`src/rtl/uart_rx.sv`:
```
// uart_rx: 8N1 UART receiver clocked by a baud*OVERSAMPLE tick.
// Synchronises rx, qualifies the start bit, majority-votes three mid-bit
// samples per bit and emits one-cycle rx_valid / frame_err pulses.
// The shift register assumes DATA_BITS >= 2.
module uart_rx #(
  parameter int DATA_BITS  = 8,
  parameter int OVERSAMPLE = 16
) (
  input  logic                 clk,
  input  logic                 rst_n,
  input  logic                 baud_tick,
  input  logic                 rx,
  output logic [DATA_BITS-1:0] rx_data,
  output logic                 rx_valid,
  output logic                 frame_err,
  output logic                 busy
);

  localparam int SW = $clog2(OVERSAMPLE);
  localparam int BW = $clog2(DATA_BITS) + 1;

  localparam logic [SW-1:0] S_LAST = SW'(OVERSAMPLE - 1);
  localparam logic [SW-1:0] S_M0   = SW'(OVERSAMPLE / 2 - 1);
  localparam logic [SW-1:0] S_M1   = SW'(OVERSAMPLE / 2);
  localparam logic [SW-1:0] S_M2   = SW'(OVERSAMPLE / 2 + 1);
  localparam logic [BW-1:0] B_LAST = BW'(DATA_BITS - 1);

  typedef enum logic [2:0] {IDLE, START, DATA, STOP, BRK} state_t;

  state_t                 state_q, state_d;
  logic                   rx_meta_q, rx_meta_d;
  logic                   rx_s_q, rx_s_d;
  logic [SW-1:0]          s_cnt_q, s_cnt_d;
  logic [BW-1:0]          bit_cnt_q, bit_cnt_d;
  logic [1:0]             samp_q, samp_d;
  logic [DATA_BITS-1:0]   shift_q, shift_d;
  logic [DATA_BITS-1:0]   rx_data_q, rx_data_d;
  logic                   rx_valid_q, rx_valid_d;
  logic                   frame_err_q, frame_err_d;

  logic vote, vote_pt, bit_end;

  // Third sample is the live synchronised line on the vote tick.
  assign vote    = (samp_q[0] & samp_q[1]) | (samp_q[0] & rx_s_q) | (samp_q[1] & rx_s_q);
  assign vote_pt = (s_cnt_q == S_M2);
  assign bit_end = (s_cnt_q == S_LAST);

  // State and datapath registers; the synchroniser resets to idle-high.
  always_ff @(posedge clk or negedge rst_n) begin
    if (!rst_n) begin
      state_q     <= IDLE;
      rx_meta_q   <= 1'b1;
      rx_s_q      <= 1'b1;
      s_cnt_q     <= '0;
      bit_cnt_q   <= '0;
      samp_q      <= '0;
      shift_q     <= '0;
      rx_data_q   <= '0;
      rx_valid_q  <= 1'b0;
      frame_err_q <= 1'b0;
    end else begin
      state_q     <= state_d;
      rx_meta_q   <= rx_meta_d;
      rx_s_q      <= rx_s_d;
      s_cnt_q     <= s_cnt_d;
      bit_cnt_q   <= bit_cnt_d;
      samp_q      <= samp_d;
      shift_q     <= shift_d;
      rx_data_q   <= rx_data_d;
      rx_valid_q  <= rx_valid_d;
      frame_err_q <= frame_err_d;
    end
  end

  // Next state: only advances on baud ticks.
  always_comb begin
    state_d = state_q;
    if (baud_tick) begin
      case (state_q)
        IDLE:    if (!rx_s_q) state_d = START;
        START:   if (vote_pt && vote) state_d = IDLE;
                 else if (bit_end)    state_d = DATA;
        DATA:    if (bit_end && bit_cnt_q == B_LAST) state_d = STOP;
        STOP:    if (vote_pt) state_d = vote ? IDLE : BRK;
        BRK:     if (rx_s_q) state_d = IDLE;
        default: state_d = IDLE;
      endcase
    end
  end

  // Counters, sampling, shifting and the registered output pulses.
  always_comb begin
    rx_meta_d   = rx;
    rx_s_d      = rx_meta_q;
    s_cnt_d     = s_cnt_q;
    bit_cnt_d   = bit_cnt_q;
    samp_d      = samp_q;
    shift_d     = shift_q;
    rx_data_d   = rx_data_q;
    rx_valid_d  = 1'b0;
    frame_err_d = 1'b0;
    if (baud_tick) begin
      // Restart the bit timer on any state change so each state starts at 0.
      if (state_q == IDLE || state_q == BRK || state_d != state_q || bit_end)
        s_cnt_d = '0;
      else
        s_cnt_d = s_cnt_q + SW'(1);
      if (s_cnt_q == S_M0) samp_d[0] = rx_s_q;
      if (s_cnt_q == S_M1) samp_d[1] = rx_s_q;
      if (state_q == START && bit_end) bit_cnt_d = '0;
      if (state_q == DATA) begin
        if (vote_pt) shift_d = {vote, shift_q[DATA_BITS-1:1]};
        if (bit_end && bit_cnt_q != B_LAST) bit_cnt_d = bit_cnt_q + BW'(1);
      end
      if (state_q == STOP && vote_pt) begin
        if (vote) begin
          rx_data_d  = shift_q;
          rx_valid_d = 1'b1;
        end else begin
          frame_err_d = 1'b1;
        end
      end
    end
  end

  // Outputs straight from registers; busy decodes the state.
  always_comb begin
    rx_data   = rx_data_q;
    rx_valid  = rx_valid_q;
    frame_err = frame_err_q;
    busy      = (state_q != IDLE);
  end

endmodule

```
`config.mk`:
```
export PLATFORM = sky130hd
export DESIGN_NAME = uart_rx
export DESIGN_NICKNAME = d
export VERILOG_FILES = /design/src/rtl/uart_rx.sv
export SDC_FILE = /design/constraint.sdc
export NUM_CORES = 1
export LEC_CHECK = 0
export BUFFER_PORTS_ARGS = -buffer_cell sky130_fd_sc_hd__clkbuf_2
export CAP_MARGIN = 5
export CORE_AREA = 2 2 71 73
export DETAILED_ROUTE_END_ITERATION = 10
export DIE_AREA = 0 0 73 75
export PLACE_DENSITY_LB_ADDON = 0.1
export REMOVE_ABC_BUFFERS = 1
export SETUP_SLACK_MARGIN = 0.05
export SYNTH_ARGS = -nofsm -noshare
export SYNTH_HDL_FRONTEND = slang
export SYNTH_SLANG_ARGS = --single-unit
```
`constraint.sdc`:
```
create_clock -name clk -period 2.53 [get_ports clk]
set_clock_uncertainty 0.1 [all_clocks]
set_input_delay 0.506 -clock clk [delete_from_list [all_inputs] [get_ports clk]]
set_output_delay 0.506 -clock clk [all_outputs]
set_load 0.005 [all_outputs]
```
### Yosys cells after proc, flatten, opt, wreduce, memory -nomap -nowiden

Cells that the tools add are included.

* word-level logic and storage cells: 62
* output and inout bits: 11
* input bits: 4
* memory bits (read-only): 0
* bits in registers: 33
* memory bits (writable): 0
* latch bits: 0
* memories: 0

* $mul: 0
* $add $sub $neg: 2
* div/mod/pow operators: 0
* muxes and demuxes: 19
* bitwise gates (word level): 5
* $lt $le $gt $ge: 0
* shifts and indexed selects: 0
* equal/unequal tests: 11
* reduce and logical (&&, ||, !) cells: 14

Operator list (count)
* $mux 3: 8
* $mux 4: 4
* $pmux 3 s5: 1
* $eq 4x4->1 const B: 3
* $add 4x1->4 const B: 2
* $eq 4x3->1 const B: 2
* $eq 3x2->1 const B: 2
* $mux 1: 6
* $reduce_and 3->1: 2
* $logic_and 1x1->1: 5
* $ne 4x3->1 const B: 1
* $reduce_and 2->1: 2
* $and 1x1->1: 3
* $eq 3x1->1 const B: 1
* $eq 3x3->1 const B: 1
* $logic_not 3->1: 1
* $logic_or 1x1->1: 3
* $ne 3x3->1: 1
* $reduce_bool 3->1: 1
* $or 1x1->1: 2

### Longest topological paths before layout

* depth after elaboration: 11
* depth in mapped cells: 8

### Worst setup path after synthesis

No wires, ideal clock.

* kind: flip-flop to flip-flop
* start point: register s_cnt_q[1]
* end point: register rx_data_q[0], in the netlist rx_data[0]
* stages on the path, launching flop included: 9
* data required time: 2.305 ns
* data arrival time: 1.751 ns
* clock period less this slack: 1.977 ns
* path buffers: 2
* slack: 0.553 ns
* setup time: 0.125 ns
* path through: dfrtp_1 -> inv_1 -> ha_1 -> and3b_1 -> buf_6 -> nand3_4 -> or3b_1 -> buf_6 -> mux2_4

* longest elaborated chain between the ends: 3

RTL lines
* start: declaration: RTL line 33 `logic [SW-1:0] s_cnt_q, s_cnt_d;`
* start signal: assignment: RTL line 65 `s_cnt_q <= s_cnt_d;`
* $eq 4x4->1: RTL line 45 `assign vote_pt = (s_cnt_q == S_M2);`
* $logic_and 1x1->1: RTL line 115 `if (state_q == STOP && vote_pt) begin`
* $reduce_and 3->1 (no source line)
* end signal: assignment: RTL line 69 `rx_data_q <= rx_data_d;`
* end: declaration: RTL line 37 `logic [DATA_BITS-1:0] rx_data_q, rx_data_d;`

Every way passes these cells.
A chain may end at the register's enable or synchronous reset.

### Worst setup path after layout

* start point: register s_cnt_q[1]
* end point: register rx_data_q[4], in the netlist rx_data[4]

The elaborated chain is that of the path after synthesis.

==> qor.yml <==
gp_congestion: 0.785
grt_pass1_vias: 1077
drive_gt1_share_pct: 30.7
synth_flop_cell: "dfrtp_1"
final_nets: 157
fmax_mhz: 441
dr.pass1.iters: 4
synth-seq-cells: 33
final_common_cell: "dfrtp_1"
synth_edf_count: 0
drcViolationCount: 0
hold_path.class: "in2async"
cts-resized-gates: 0
clk_path_buf_depth: 2
startpoint_type: "flip-flop"
antenna_found_initial: 0
fin_cells: 204
crit_arrival_ns: 2.34
synthArstFlopShare_pct: 100
grt_usage_pct: 12.7
fp.dieH_um: 75
fin_crit_ns: 2.27
drt_iter0_drc: 45
end_kind: "flip-flop"
grt_pass1_wl_um: 5130
cts_tree: "yes"
reg2reg_slack_ns: 0.26
synth_top_area_share_pct: 48.4
cts.sinks: 33
cts_made_buffers: 5
ys_top_cells_by_area: "dfrtp_1 (48%), mux2_4 (7.5%), mux2_2 (7.0%)"
path_clk_slew_ns: 0.07
dp_hpwl_um: 2070
critPathKind: "reg2reg"
status: "finished clean"
syn_inst: 132
vdd_ir_drop_max_uv: 324
rsz0062_at_grt: "no"
hold_violations: 0
overflow: 0
clk_latency_ns: 0.29
die-area_um2: 5480
slew_violations: 0
routed_wl_um: 3050
layout_common_cells: "dfrtp_1 (31), clkbuf_2 (14), mux2_2 (10)"
netlist_area_um2: 1600
io_pins: 15
start_util_pct: 34.4
avgSynthCellArea_um2: 12.1
synth_seq_area_share_pct: 51.7
worst-slew-pin-transition_ns: 0.817
crit_required_ns: 2.60
fin_tns_setup_ns: 0
vias_per_cell: 5.26
grt_start_max_net_pins: 34
syn_to_final_growth_pct: 12.7
cts_hold_buffers: 0
antenna_cells: 0
ant_nets: 0
rows: 25
slew_headroom_pct: 45.5
post_cts_buffers: 0
clock_tree.root_cell: "clkbuf_8"
powerDensity_nw_per_um2: 764
fin_crit_sh_pct: 89.7
setup_viol: 0
cap_viol_max_count: 0
power_leakage_uw: 0.000874
vias: 1074
synth_warnings: 0
placedCellCount: 196
crit_fanout: 9
core_area_um2: 4660
die_w_um: 73
synth_cell_types: 42
wire_per_inst_um: 14.9
yosysTopAreaCell: "dfrtp_1"
cts_max_level: 2
port_buffers: 14
## per-stage QoR
stage	util [%]	setup slack, ns	area, um^2	power, uW	hold WS [ns]
floorplan	-	0.430	1560	899	0.110
global placement	36.9	0.312	1720	990	0.248
detailed placement	36.9	0.249	1720	996	0.249
CTS	38.7	0.264	1800	1400	0.190
global route	38.7	0.118	1800	1480	0.194
finish	38.7	0.260	1800	1380	0.201
## final timing paths
kind                                   startpoint                  endpoint  cells past startpoint
max reg2reg                s_cnt_q[1]$_DFFE_PN0P_    rx_data[4]$_DFFE_PN0P_                      6
max in group asynchronous                   rst_n    shift_q[7]$_DFFE_PN0P_                      1
min reg2reg                   rx_meta_q$_DFF_PN1_          rx_s_q$_DFF_PN1_                      0
min in group clk                               rx       rx_meta_q$_DFF_PN1_                      1
max                        s_cnt_q[1]$_DFFE_PN0P_    rx_data[4]$_DFFE_PN0P_                      6
min                                         rst_n  bit_cnt_q[3]$_DFFE_PN0P_                      1
## metal layers
layer	up-vias	track usage [%]	part of all wire [%]
met2	26	18.5	46
met5	-	0	0
li1	508	-	-
met1	533	16.8	47
met3	7	2.81	3.5
met4	0	8.64	2.7
## cell type report
type                            instances  area, um^2
Fill cell                             468        2860
Timing Repair Buffer                   17        92.6
Inverter                                8        30.0
Multi-Input combinational cell         84         699
Sequential cell                        33         828
Clock buffer                            5        68.8
Clock inverter                          3        17.5
Tap cell                               54        67.6
## critical path, cell delays in order (launching register included)
cell	delay, ns
dfrtp_1	0.41
inv_1	0.09
ha_1	0.13
and3b_1	0.31
nand3_4	0.10
or3b_1	0.63
mux2_4	0.38
## sequential cells by signal (all words and copies together), names as in the netlist
register	flops
rx_data	8
shift_q	8
samp_q	2
rx_s_q	1
state_q	3
bit_cnt_q	4
frame_err	1
s_cnt_q	4
rx_valid	1
rx_meta_q	1
## power breakdown
part           total, uW  switching, uW  internal [uW]  leakage [uW]
Combinational        296            161            136      0.000399
Clock                389            200            190     0.0000439
Sequential           692           97.8            594      0.000431
Total               1380            458            919      0.000874
## kinds of logic (layout without fill, tap and decap cells)
kind of cell    count (synthesis)  in the layout  share of synthesized area, %
mux                            20             20                          15.8
buf+inv                        15             33                          4.61
fa+ha+maj                       5              5                          3.75
compound gates                 21             21                          8.99
xor+xnor                        2              2                          1.09
flops                          33             33                          51.7
simple gates                   36             36                          14.1
## cell usage after synthesis, drive strengths merged, types with 3 or more instances
master,instances
nand2,4
o22ai,3
ha,4
buf,4
inv,8
nand4b,3
dfrtp,31
clkbuf,3
mux2,18
nand3,5
nand2b,3
nor2b,3
nor2,5
a21oi,6
No activity file was read; power rests on OpenSTA's default activity.
